### config.mk
export PLATFORM = sky130hd
export DESIGN_NAME = iloveyou_flow_arbiter
export DESIGN_NICKNAME = d
export VERILOG_FILES = /design/src/rtl/iloveyou_flow_arbiter.sv
export SDC_FILE = /design/constraint.sdc
export NUM_CORES = 1
export LEC_CHECK = 0
export ABC_AREA = 1
export CORE_MARGIN = 2
export CORE_UTILIZATION = 55
export CTS_CLUSTER_SIZE = 28
export DETAILED_ROUTE_END_ITERATION = 8
export HOLD_SLACK_MARGIN = 0.05
export PLACE_DENSITY = 0.85
export SKIP_LAST_GASP = 1
export SYNTH_ARGS = -nofsm -noshare
export SYNTH_HDL_FRONTEND = slang
export SYNTH_SLANG_ARGS = --single-unit
### constraint.sdc
create_clock -name clk -period 5.4 [get_ports clk]
set_input_delay 1.62 -clock clk [delete_from_list [all_inputs] [get_ports clk]]
set_output_delay 1.62 -clock clk [all_outputs]
set_load 0.03 [all_outputs]
### src/rtl/iloveyou_flow_arbiter.sv
// ---------------------------------------------------------------------------
// iloveyou_flow_arbiter
//
// Purpose:
//    Shares one phrase-checking path between two byte streams (cap and low).
//    A round-robin arbiter grants one byte per cycle. Once a granted stream
//    starts the phrase "ILOVEYOU" (case-insensitive), the grant locks to that
//    stream until the phrase completes, breaks or times out. Accepted bytes
//    are forwarded downstream with their source. A completed phrase is
//    flagged with the owning source.
//
// Ports:
//    clk        - system clock, all logic on rising edge
//    rst        - synchronous reset, active-high
//    cap_valid  - cap stream byte present
//    cap_data   - cap stream byte (ASCII)
//    cap_ready  - cap byte accepted when high together with cap_valid
//    low_valid  - low stream byte present
//    low_data   - low stream byte (ASCII)
//    low_ready  - low byte accepted when high together with low_valid
//    out_valid  - forwarded byte valid, one pulse per accepted byte
//    out_data   - forwarded byte, raw (not case-folded)
//    out_src    - source of out_data: 0=cap, 1=low
//    hit        - one-cycle pulse when a full phrase arrives from one source
//    hit_src    - source of the phrase, valid when hit=1
//    busy       - high while the grant is locked to one source
// ---------------------------------------------------------------------------
module iloveyou_flow_arbiter #(
   parameter int TIMEOUT = 16,
   parameter int TO_W    = 5
) (
   input  logic       clk,
   input  logic       rst,
   input  logic       cap_valid,
   input  logic [7:0] cap_data,
   output logic       cap_ready,
   input  logic       low_valid,
   input  logic [7:0] low_data,
   output logic       low_ready,
   output logic       out_valid,
   output logic [7:0] out_data,
   output logic       out_src,
   output logic       hit,
   output logic       hit_src,
   output logic       busy
);

   typedef enum logic {
      IDLE = 1'b0,
      LOCK = 1'b1
   } state_t;

   localparam logic [TO_W-1:0] TO_LAST = TO_W'(TIMEOUT - 1);
   localparam logic [7:0]      CHAR_I  = 8'h49;

   state_t          state_q, state_d;
   logic            owner_q, owner_d;
   logic [2:0]      idx_q, idx_d;
   logic            rrPtr_q, rrPtr_d;
   logic [TO_W-1:0] toCnt_q, toCnt_d;

   logic            outValid_q;
   logic [7:0]      outData_q;
   logic            outSrc_q;
   logic            hit_q, hit_d;
   logic            hitSrc_q, hitSrc_d;
   logic            busy_q;

   logic            capReady, lowReady;
   logic            capXfer, lowXfer, xfer, xferSrc;
   logic [7:0]      xferByte, folded, patByte;

   // Expected upper-case phrase character for the current match position.
   function automatic logic [7:0] patAt(input logic [2:0] i);
      case (i)
         3'd0:    patAt = 8'h49;
         3'd1:    patAt = 8'h4C;
         3'd2:    patAt = 8'h4F;
         3'd3:    patAt = 8'h56;
         3'd4:    patAt = 8'h45;
         3'd5:    patAt = 8'h59;
         3'd6:    patAt = 8'h4F;
         default: patAt = 8'h55;
      endcase
   endfunction

   // Grant selection. While idle, a lone valid source wins and a tie is broken
   // by the round-robin pointer. While locked, only the owner is offered ready
   // so the other stream holds its byte. Nothing is granted during reset.
   always_comb begin
      capReady = 1'b0;
      lowReady = 1'b0;
      if (!rst) begin
         if (state_q == LOCK) begin
            capReady = ~owner_q;
            lowReady = owner_q;
         end else if (cap_valid && (!low_valid || !rrPtr_q)) begin
            capReady = 1'b1;
         end else if (low_valid) begin
            lowReady = 1'b1;
         end
      end
   end

   // The accepted byte, its source, and its case-folded form. The grant logic
   // never raises both readys, so at most one transfer happens per cycle.
   always_comb begin
      capXfer  = cap_valid & capReady;
      lowXfer  = low_valid & lowReady;
      xfer     = capXfer | lowXfer;
      xferSrc  = lowXfer;
      xferByte = lowXfer ? low_data : cap_data;
      folded   = xferByte;
      if (xferByte >= 8'h61 && xferByte <= 8'h7A) begin
         folded = xferByte - 8'h20;
      end
      patByte  = patAt(idx_q);
   end

   // Next-state logic for the grant lock and phrase tracker. A mismatch that is
   // itself an "I" restarts the phrase instead of releasing the lock. Idle
   // cycles of the owner count toward a forced release.
   always_comb begin
      state_d  = state_q;
      owner_d  = owner_q;
      idx_d    = idx_q;
      rrPtr_d  = rrPtr_q;
      toCnt_d  = toCnt_q;
      hit_d    = 1'b0;
      hitSrc_d = hitSrc_q;
      case (state_q)
         IDLE: begin
            if (xfer) begin
               if (folded == CHAR_I) begin
                  state_d = LOCK;
                  owner_d = xferSrc;
                  idx_d   = 3'd1;
                  toCnt_d = '0;
               end else begin
                  rrPtr_d = ~xferSrc;
               end
            end
         end
         LOCK: begin
            if (xfer) begin
               if (folded == patByte) begin
                  if (idx_q == 3'd7) begin
                     hit_d    = 1'b1;
                     hitSrc_d = owner_q;
                     state_d  = IDLE;
                     rrPtr_d  = ~owner_q;
                  end else begin
                     idx_d   = idx_q + 3'd1;
                     toCnt_d = '0;
                  end
               end else if (folded == CHAR_I) begin
                  idx_d   = 3'd1;
                  toCnt_d = '0;
               end else begin
                  state_d = IDLE;
                  rrPtr_d = ~owner_q;
               end
            end else if (toCnt_q == TO_LAST) begin
               state_d = IDLE;
               rrPtr_d = ~owner_q;
            end else begin
               toCnt_d = toCnt_q + TO_W'(1);
            end
         end
         default: state_d = IDLE;
      endcase
   end

   // State registers plus registered outputs. Reset discards any partial
   // phrase, even in the middle of a lock.
   always_ff @(posedge clk) begin
      if (rst) begin
         state_q    <= IDLE;
         owner_q    <= 1'b0;
         idx_q      <= 3'd0;
         rrPtr_q    <= 1'b0;
         toCnt_q    <= '0;
         outValid_q <= 1'b0;
         outData_q  <= 8'h00;
         outSrc_q   <= 1'b0;
         hit_q      <= 1'b0;
         hitSrc_q   <= 1'b0;
         busy_q     <= 1'b0;
      end else begin
         state_q    <= state_d;
         owner_q    <= owner_d;
         idx_q      <= idx_d;
         rrPtr_q    <= rrPtr_d;
         toCnt_q    <= toCnt_d;
         outValid_q <= xfer;
         if (xfer) begin
            outData_q <= xferByte;
            outSrc_q  <= xferSrc;
         end
         hit_q      <= hit_d;
         hitSrc_q   <= hitSrc_d;
         busy_q     <= (state_d == LOCK);
      end
   end

   assign cap_ready = capReady;
   assign low_ready = lowReady;
   assign out_valid = outValid_q;
   assign out_data  = outData_q;
   assign out_src   = outSrc_q;
   assign hit       = hit_q;
   assign hit_src   = hitSrc_q;
   assign busy      = busy_q;

endmodule

==> flow_results.xml <==
<?xml version="1.0" encoding="UTF-8"?>
<metrics>
  <group name="clock_tree">
    <metric name="clock_sink_count" unit="">23</metric>
    <metric name="clkLatencyLatePin" unit="ns">0.33</metric>
    <metric name="cts_post_setup_buffers_inserted" unit="">0</metric>
    <metric name="clock-root-buffer" unit="">sky130_fd_sc_hd__clkbuf_4</metric>
    <metric name="post_cts.resized_instances" unit="">0</metric>
    <metric name="cts_tree" unit="">built</metric>
    <metric name="clock_path_buffers" unit="">2</metric>
    <metric name="clock_pin_transition_on_the_worst_setup_and_hold_timing_paths" unit="ns">0.14</metric>
    <metric name="cts_hold_buf" unit="">0</metric>
    <metric name="cts_buffers" unit="">3</metric>
    <metric name="cts.htree.levels" unit="">1</metric>
  </group>
  <group name="sta">
    <metric name="endpoints_failing_setup" unit="">0</metric>
    <metric name="timing.final.crit_share" unit="%">92.5</metric>
    <metric name="fmaxAchievable" unit="MHz">200</metric>
    <metric name="setup-tns-final" unit="ns">0</metric>
    <metric name="unrepaired_setup_endpoints_after_global_routing" unit="">no</metric>
    <metric name="period_needed" unit="ns">4.99</metric>
    <metric name="report.final.slew_viol_count" unit="">0</metric>
    <metric name="slew-limit-headroom" unit="%">56.5</metric>
    <metric name="worst_hold_margin" unit="ns">0.470</metric>
    <metric name="final_critical_path_setup_slack" unit="ns">0.407</metric>
    <metric name="fin_skew" unit="ns">0.00298</metric>
    <metric name="final-hold-violation-count" unit="">0</metric>
    <metric name="tightestPinTransition" unit="ns">0.651</metric>
  </group>
  <group name="detailed_routing">
    <metric name="viasPerCell" unit="">5.21</metric>
    <metric name="post-route-drc-count" unit="">4</metric>
    <metric name="drt_iter0_drc" unit="">90</metric>
    <metric name="drtPass1Iterations" unit="">6</metric>
    <metric name="vias" unit="">1661</metric>
    <metric name="detail_route.wl_per_cell" unit="um">11.6</metric>
    <metric name="route.antenna.remaining_nets" unit="">0</metric>
    <metric name="postRouteWirelength" unit="um">3710</metric>
  </group>
  <group name="worst_setup_path">
    <metric name="timing.critical_path.buf_inv" unit="">2</metric>
    <metric name="worst_setup_path_start_kind" unit="">input pin</metric>
    <metric name="cp.arrival" unit="ns">3.37</metric>
    <metric name="cpMostUsedCell" unit="">sky130_fd_sc_hd__clkdlybuf4s50_1</metric>
    <metric name="critical_path.cell_chain" unit="">clkdlybuf4s50_1, nand2_1, nand3_4, nand2_2, nor2_4, clkdlybuf4s50_1</metric>
    <metric name="critical_path.endpoint_type" unit="">output pin</metric>
    <metric name="cpLargestDelayFamily" unit="">buffers and inverters</metric>
    <metric name="critical_path_required" unit="ns">3.78</metric>
    <metric name="cpPeakStageDelay" unit="ns">0.68</metric>
    <metric name="worst-path-max-fanout" unit="">4</metric>
    <metric name="timing.setup.critical_path_class" unit="">in -&gt; out</metric>
    <metric name="cpMaxStageDelayCell" unit="">sky130_fd_sc_hd__clkdlybuf4s50_1</metric>
  </group>
  <group name="pwr">
    <metric name="power-per-cell-area" unit="mW/mm2">174</metric>
    <metric name="total_power" unit="uW">356</metric>
    <metric name="static-leakage-power" unit="nW">0.952</metric>
    <metric name="vdd.ir_drop.worst" unit="V">0.000192</metric>
  </group>
  <group name="status">
    <metric name="status" unit="">finished with violations</metric>
    <metric name="violations" unit="">design-rule violations</metric>
  </group>
  <group name="layout">
    <metric name="finalCoreUtilization" unit="%">73.1</metric>
    <metric name="n_antenna_cell" unit="">0</metric>
    <metric name="design.final.nets" unit="">318</metric>
    <metric name="area_growth" unit="%">23.8</metric>
    <metric name="final_common_cell" unit="">sky130_fd_sc_hd__nand2_1</metric>
    <metric name="drive_above_1_share" unit="%">10.1</metric>
    <metric name="layout.cells.most_common_list" unit="">sky130_fd_sc_hd__nand2_1, sky130_fd_sc_hd__inv_1, sky130_fd_sc_hd__clkdlybuf4s50_1, sky130_fd_sc_hd__nand3_1, sky130_fd_sc_hd__dfxtp_1</metric>
  </group>
  <group name="floorplanning">
    <metric name="ioPinCount" unit="">35</metric>
    <metric name="start_util" unit="%">59.0</metric>
    <metric name="area_of_the_die" unit="mm2">0.00346</metric>
    <metric name="core.rowCount" unit="">19</metric>
    <metric name="die_width" unit="um">58.9</metric>
    <metric name="dieHeight" unit="um">58.9</metric>
    <metric name="core-area" unit="mm2">0.00281</metric>
  </group>
  <group name="yosys">
    <metric name="number_of_synthesized_flops_with_an_enable_pin" unit="">0</metric>
    <metric name="synth-seq-area-share" unit="%">27.8</metric>
    <metric name="ys_dominant_reg_cell" unit="">sky130_fd_sc_hd__dfxtp_1</metric>
    <metric name="synthCells" unit="">253</metric>
    <metric name="synth-warning-count" unit="">0</metric>
    <metric name="synth_seq_cells" unit="">23</metric>
    <metric name="synthDistinctLibCells" unit="">30</metric>
    <metric name="mappedNetlistNets" unit="">282</metric>
    <metric name="syn_area_per_cell" unit="um2">6.54</metric>
    <metric name="synth_async_sr_flop_share" unit="%">0</metric>
    <metric name="syn-cell-area" unit="mm2">0.00166</metric>
  </group>
  <group name="grt">
    <metric name="total_track_usage" unit="%">23.9</metric>
    <metric name="grt_remaining_overflow" unit="">0</metric>
    <metric name="grt_max_degree" unit="">24</metric>
    <metric name="grt_pass1_wl" unit="um">6470</metric>
    <metric name="first_global_vias" unit="">1547</metric>
    <metric name="grt_antenna_before_repair" unit="">0</metric>
  </group>
  <group name="worst_hold_path">
    <metric name="worstHoldPathType" unit="">reg -&gt; reg</metric>
  </group>
  <group name="placement">
    <metric name="post-place-ws" unit="ns">0.401</metric>
    <metric name="portBuffers" unit="">34</metric>
    <metric name="detailed_place_hpwl" unit="um">2870</metric>
    <metric name="finalWeightedCongestion" unit="">0.826</metric>
  </group>
  <group name="flow_run">
    <metric name="max_capacitance_violation_total" unit="">0</metric>
  </group>
</metrics>
==> tightest hold or removal path, cell delays in order, from the launching register on <==
cell                      delay, ns
sky130_fd_sc_hd__dfxtp_1       0.33
sky130_fd_sc_hd__nand2_1       0.06
sky130_fd_sc_hd__a21oi_1       0.05
==> synthesized netlist by cell type (4+ instances only) <==
cell / n / share of area (%)
sky130_fd_sc_hd__ha_1: 9 / 6.8
sky130_fd_sc_hd__nand2_1: 59 / 13
sky130_fd_sc_hd__dfxtp_1: 23 / 28
sky130_fd_sc_hd__inv_1: 38 / 8.6
sky130_fd_sc_hd__nand3_1: 28 / 8.5
sky130_fd_sc_hd__o21ai_0: 11 / 3.3
sky130_fd_sc_hd__nor2_1: 17 / 3.9
sky130_fd_sc_hd__nand2_2: 5 / 1.9
sky130_fd_sc_hd__clkbuf_1: 4 / 0.91
sky130_fd_sc_hd__a21oi_1: 22 / 6.7
==> cell families (layout without fill, tap and decap cells) <==
family          after synthesis  count (layout)  share of synthesized area [%]
xor+xnor                      3               3                           1.59
flops                        23              23                           27.8
buf+inv                      46              81                           11.3
fa+ha+maj                     9               9                           6.80
simple gates                131             131                           39.2
compound gates               41              41                           13.3
==> final timing paths <==
check,depth (start not counted),end,slack [ns],start
setup reg to reg,15,toCnt_q[3],2.65,busy
hold / removal,2,out_src,0.47,out_src
setup / recovery,6,low_ready,0.41,low_valid
hold reg to reg,2,out_src,0.47,out_src
==> area by class of cell <==
type	instances	area, um2
Clock buffer	3	22.5
Sequential cell	23	460
Multi-Input combinational cell	184	1010
Fill cell	248	756
Timing Repair Buffer	37	363
Clock inverter	1	7.51
Inverter	40	150
Tap cell	31	38.8
==> where the power goes <==
group	switching [mW]	internal [mW]	leakage (nW)
logic	0.0511	0.0383	0.751
clock network	0.0594	0.0285	0.0139
registers	0.00252	0.176	0.187
total	0.113	0.243	0.952
==> through the flow <==
stage / cells / cell area (um2)
after detailed placement: 315 / 2020
after global routing: 319 / 2050
after CTS: 319 / 2050
final: 319 / 2050
after floorplan: 253 / 1660
after global placement: 315 / 2020
==> sequential cells by signal (all words and copies together), names as in the netlist <==
name	count
toCnt_q	5
out_valid	1
out_src	1
hit	1
idx_q	3
owner_q	1
hit_src	1
out_data	8
rrPtr_q	1
busy	1
==> routing by layer <==
metal / global-route usage (%) / vias to the layer above / wire, um
li1: - / 884 / -
met2: 42.2 / 39 / 1730
met3: 5.05 / 5 / 206
met4: 7.47 / 0 / 42
met5: 0 / - / 0
met1: 28.8 / 733 / 1730
Power figures use the tool's default switching activity.
==> RTL edit (same settings) <==
Change the parameter `TIMEOUT` from 16 to 12.
--- a/src/rtl/iloveyou_flow_arbiter.sv
+++ b/src/rtl/iloveyou_flow_arbiter.sv
@@ -27,5 +27,5 @@
 // ---------------------------------------------------------------------------
 module iloveyou_flow_arbiter #(
-   parameter int TIMEOUT = 16,
+   parameter int TIMEOUT = 12,
    parameter int TO_W    = 5
 ) (
Check against the original RTL: no difference found for any inputs over 10 cycles, from zero or initial values and one cycle with rst high; that may be too few to reach the edited logic, so the function may still have changed.
==> RTL edit against the unedited design <==
- setup slack better by 0.045 ns
- clock skew is 0.0023 ns lower
- sequential share of layout area increased by 1.2 points
- sequential power about the same
- utilization fell by 1.3 points
- total power decreased by 3.8%
- wire length is 9.5% lower
- largest power group unchanged
- design area fell by 5.1%
- sequential cell count unchanged
- synthesized area decreased by 6.6%
- non-clock buffer count unchanged
- die area fell by 6.1%
- fmax up 0.90%
- cell count down 8.2%
==> RTL edit: results (changes against the unedited design) <==
- Final Skew: 0.0006529 ns (-0.002328 ns)
- Most used flip-flop cell after synthesis: dfxtp_1
- # H-tree levels: 1 (unchanged)
- Max FFs per register: 8 (unchanged)
- Fillers: 242 (-2.4%)
- Vias/cell: 5.184 (-0.43%)
- Initial antenna violation count: 0 (unchanged)
- Largest cells by area after synthesis: dfxtp_1 (30%), nand2_1 (11%), inv_1 (8.3%), nand3_1 (6.8%), a21oi_1 (6.5%)
- Met3 WL: 204 um (-0.97%)
- Number of global-route vias before repair: 1396 (-9.8%)
- Placer Congestion: 0.8519 (+3.1%)
- P_sw: 102.1 uW (-9.7%)
- Cells after DPL: 289 (-8.3%)
- Commonest cells post-synth: nand2_1 (46), inv_1 (34), dfxtp_1 (23)
- Place WS: 0.4510 ns (+0.05044 ns)
- Worst-path clk slew: 0.13 ns
- Placed Instance Area: 0.001918 mm2 (-5.0%)
- First-pass GRT wire length: 5761 um (-11%)
- Clock Latency Late Sink: 0.31 ns (-0.02 ns)
- Vias: 1519 (-8.5%)
- Highest metal used: met4
- Crit Path Max Fanout: 7 (+3)
- Num CTS Buffers: 3 (unchanged)
- Syn_nets: 254 (-9.9%)
- Cells after synthesis: 226 (-11%)
- Postcts setup bufs: 0 (unchanged)
- Post-synthesis cell type count: 33 (+10%)
- Async set-reset flop share out of synthesis: 0% (unchanged)
- LEAKAGE: 0.9400 nW (-1.3%)
- Drt pass-1 iters: 4 (-2)
- Post-synthesis sequential area ratio: 29.77% (+2.0 points)
- Final wirelength: 3359 um (-9.5%)
- DR WL met2: 1601 um (-7.3%)
- DP HPWL: 2609 um (-8.9%)
- Peak supply drop: 0.0002599 V (+35%)
- 1st-iter DRT viols: 59 (-34%)
- Hold Crit Class: reg -> reg
- Status: completed
- Slew headroom: 63.36% (+6.8 points)
- YS warnings: 0 (unchanged)
- Fraction of layout cells with a size suffix above 1: 10.69% (+0.62 points)
- CP Data Arrival Time: 3.33 ns (-0.04 ns)
- Pin count of the biggest net entering global routing: 22 (-8.3%)
- Met1 wire length: 1520 um (-12%)
- Antenna diodes: 0 (unchanged)
- Tot GR Track Use: 21.70% (-2.2 points)
- Final setup TNS: 0 ns (unchanged)
[RTL edit: cell count changes after synthesis, sizes merged, moves of 3 or more]
cell / unedited run / this run
nor2: 23 / 16
nand3: 32 / 24
inv: 40 / 35
nand3b: 3 / 0
nand2: 64 / 54
o21ai: 14 / 18
[RTL edit: final timing paths]
path / start / endpoint / slack (ns) / depth (start not counted)
min: out_src / out_src / 0.48 / 2
max reg2reg: busy / idx_q[2] / 2.21 / 13
min reg2reg: out_src / out_src / 0.48 / 2
max: low_valid / low_ready / 0.45 / 6
[RTL edit: critical path, stage by stage]
cell	delay (ns)
clkdlybuf4s50_1	0.61
nand2_1	0.10
nand3_2	0.09
nand2_1	0.09
nor2_4	0.13
clkdlybuf4s50_1	0.69
[RTL edit: cells by family after synthesis]
family | share of synthesized area, %
buffers and inverters | 10.68
adder cells (fa/ha/maj) | 6.473
multiplexers | 0.6473
flip-flops | 29.77
AO/OA/AOI/OAI | 15.21
AND/OR/NAND/NOR | 33.25
XOR/XNOR | 3.964
[RTL edit: stage by stage]
step           hold slack [ns]  power (mW)  util (%)
2_1_floorplan           0.4481      0.2300         -
3_3_place_gp            0.4593      0.2636     70.78
3_5_place_dp            0.4611      0.2651     70.78
4_1_cts                 0.4829      0.3453     71.79
5_1_grt                 0.5109      0.3577     71.79
6_report                0.4801      0.3420     71.79
[RTL edit: final cells by class]
| class | instances | area [um2] | area share [%] |
|---|---|---|---|
| Sequential cell | 23 | 460.4 | 23.67 |
| Tap cell | 31 | 38.79 | 1.994 |
| Inverter | 36 | 135.1 | 6.945 |
| Clock buffer | 3 | 22.52 | 1.158 |
| Multi-Input combinational cell | 162 | 920.9 | 47.33 |
| Clock inverter | 1 | 5.005 | 0.2572 |
| Timing Repair Buffer | 37 | 362.8 | 18.65 |
[RTL edit: metal layers]
metal	GRT usage, %	vias to the layer above
met5	0	-
met4	4.983	0
met3	5.215	4
met2	38.59	48
met1	26.48	661
li1	-	806
[RTL edit: power groups by stage]
stage | sequential (mW) | clock (mW) | combinational, mW
floorplan | 0.192 | 0 | 0.0379
global placement | 0.182 | 0 | 0.0818
detailed placement | 0.182 | 0 | 0.0832
CTS | 0.178 | 0.0835 | 0.0838
global route | 0.179 | 0.0882 | 0.0907
finish | 0.178 | 0.0804 | 0.0836
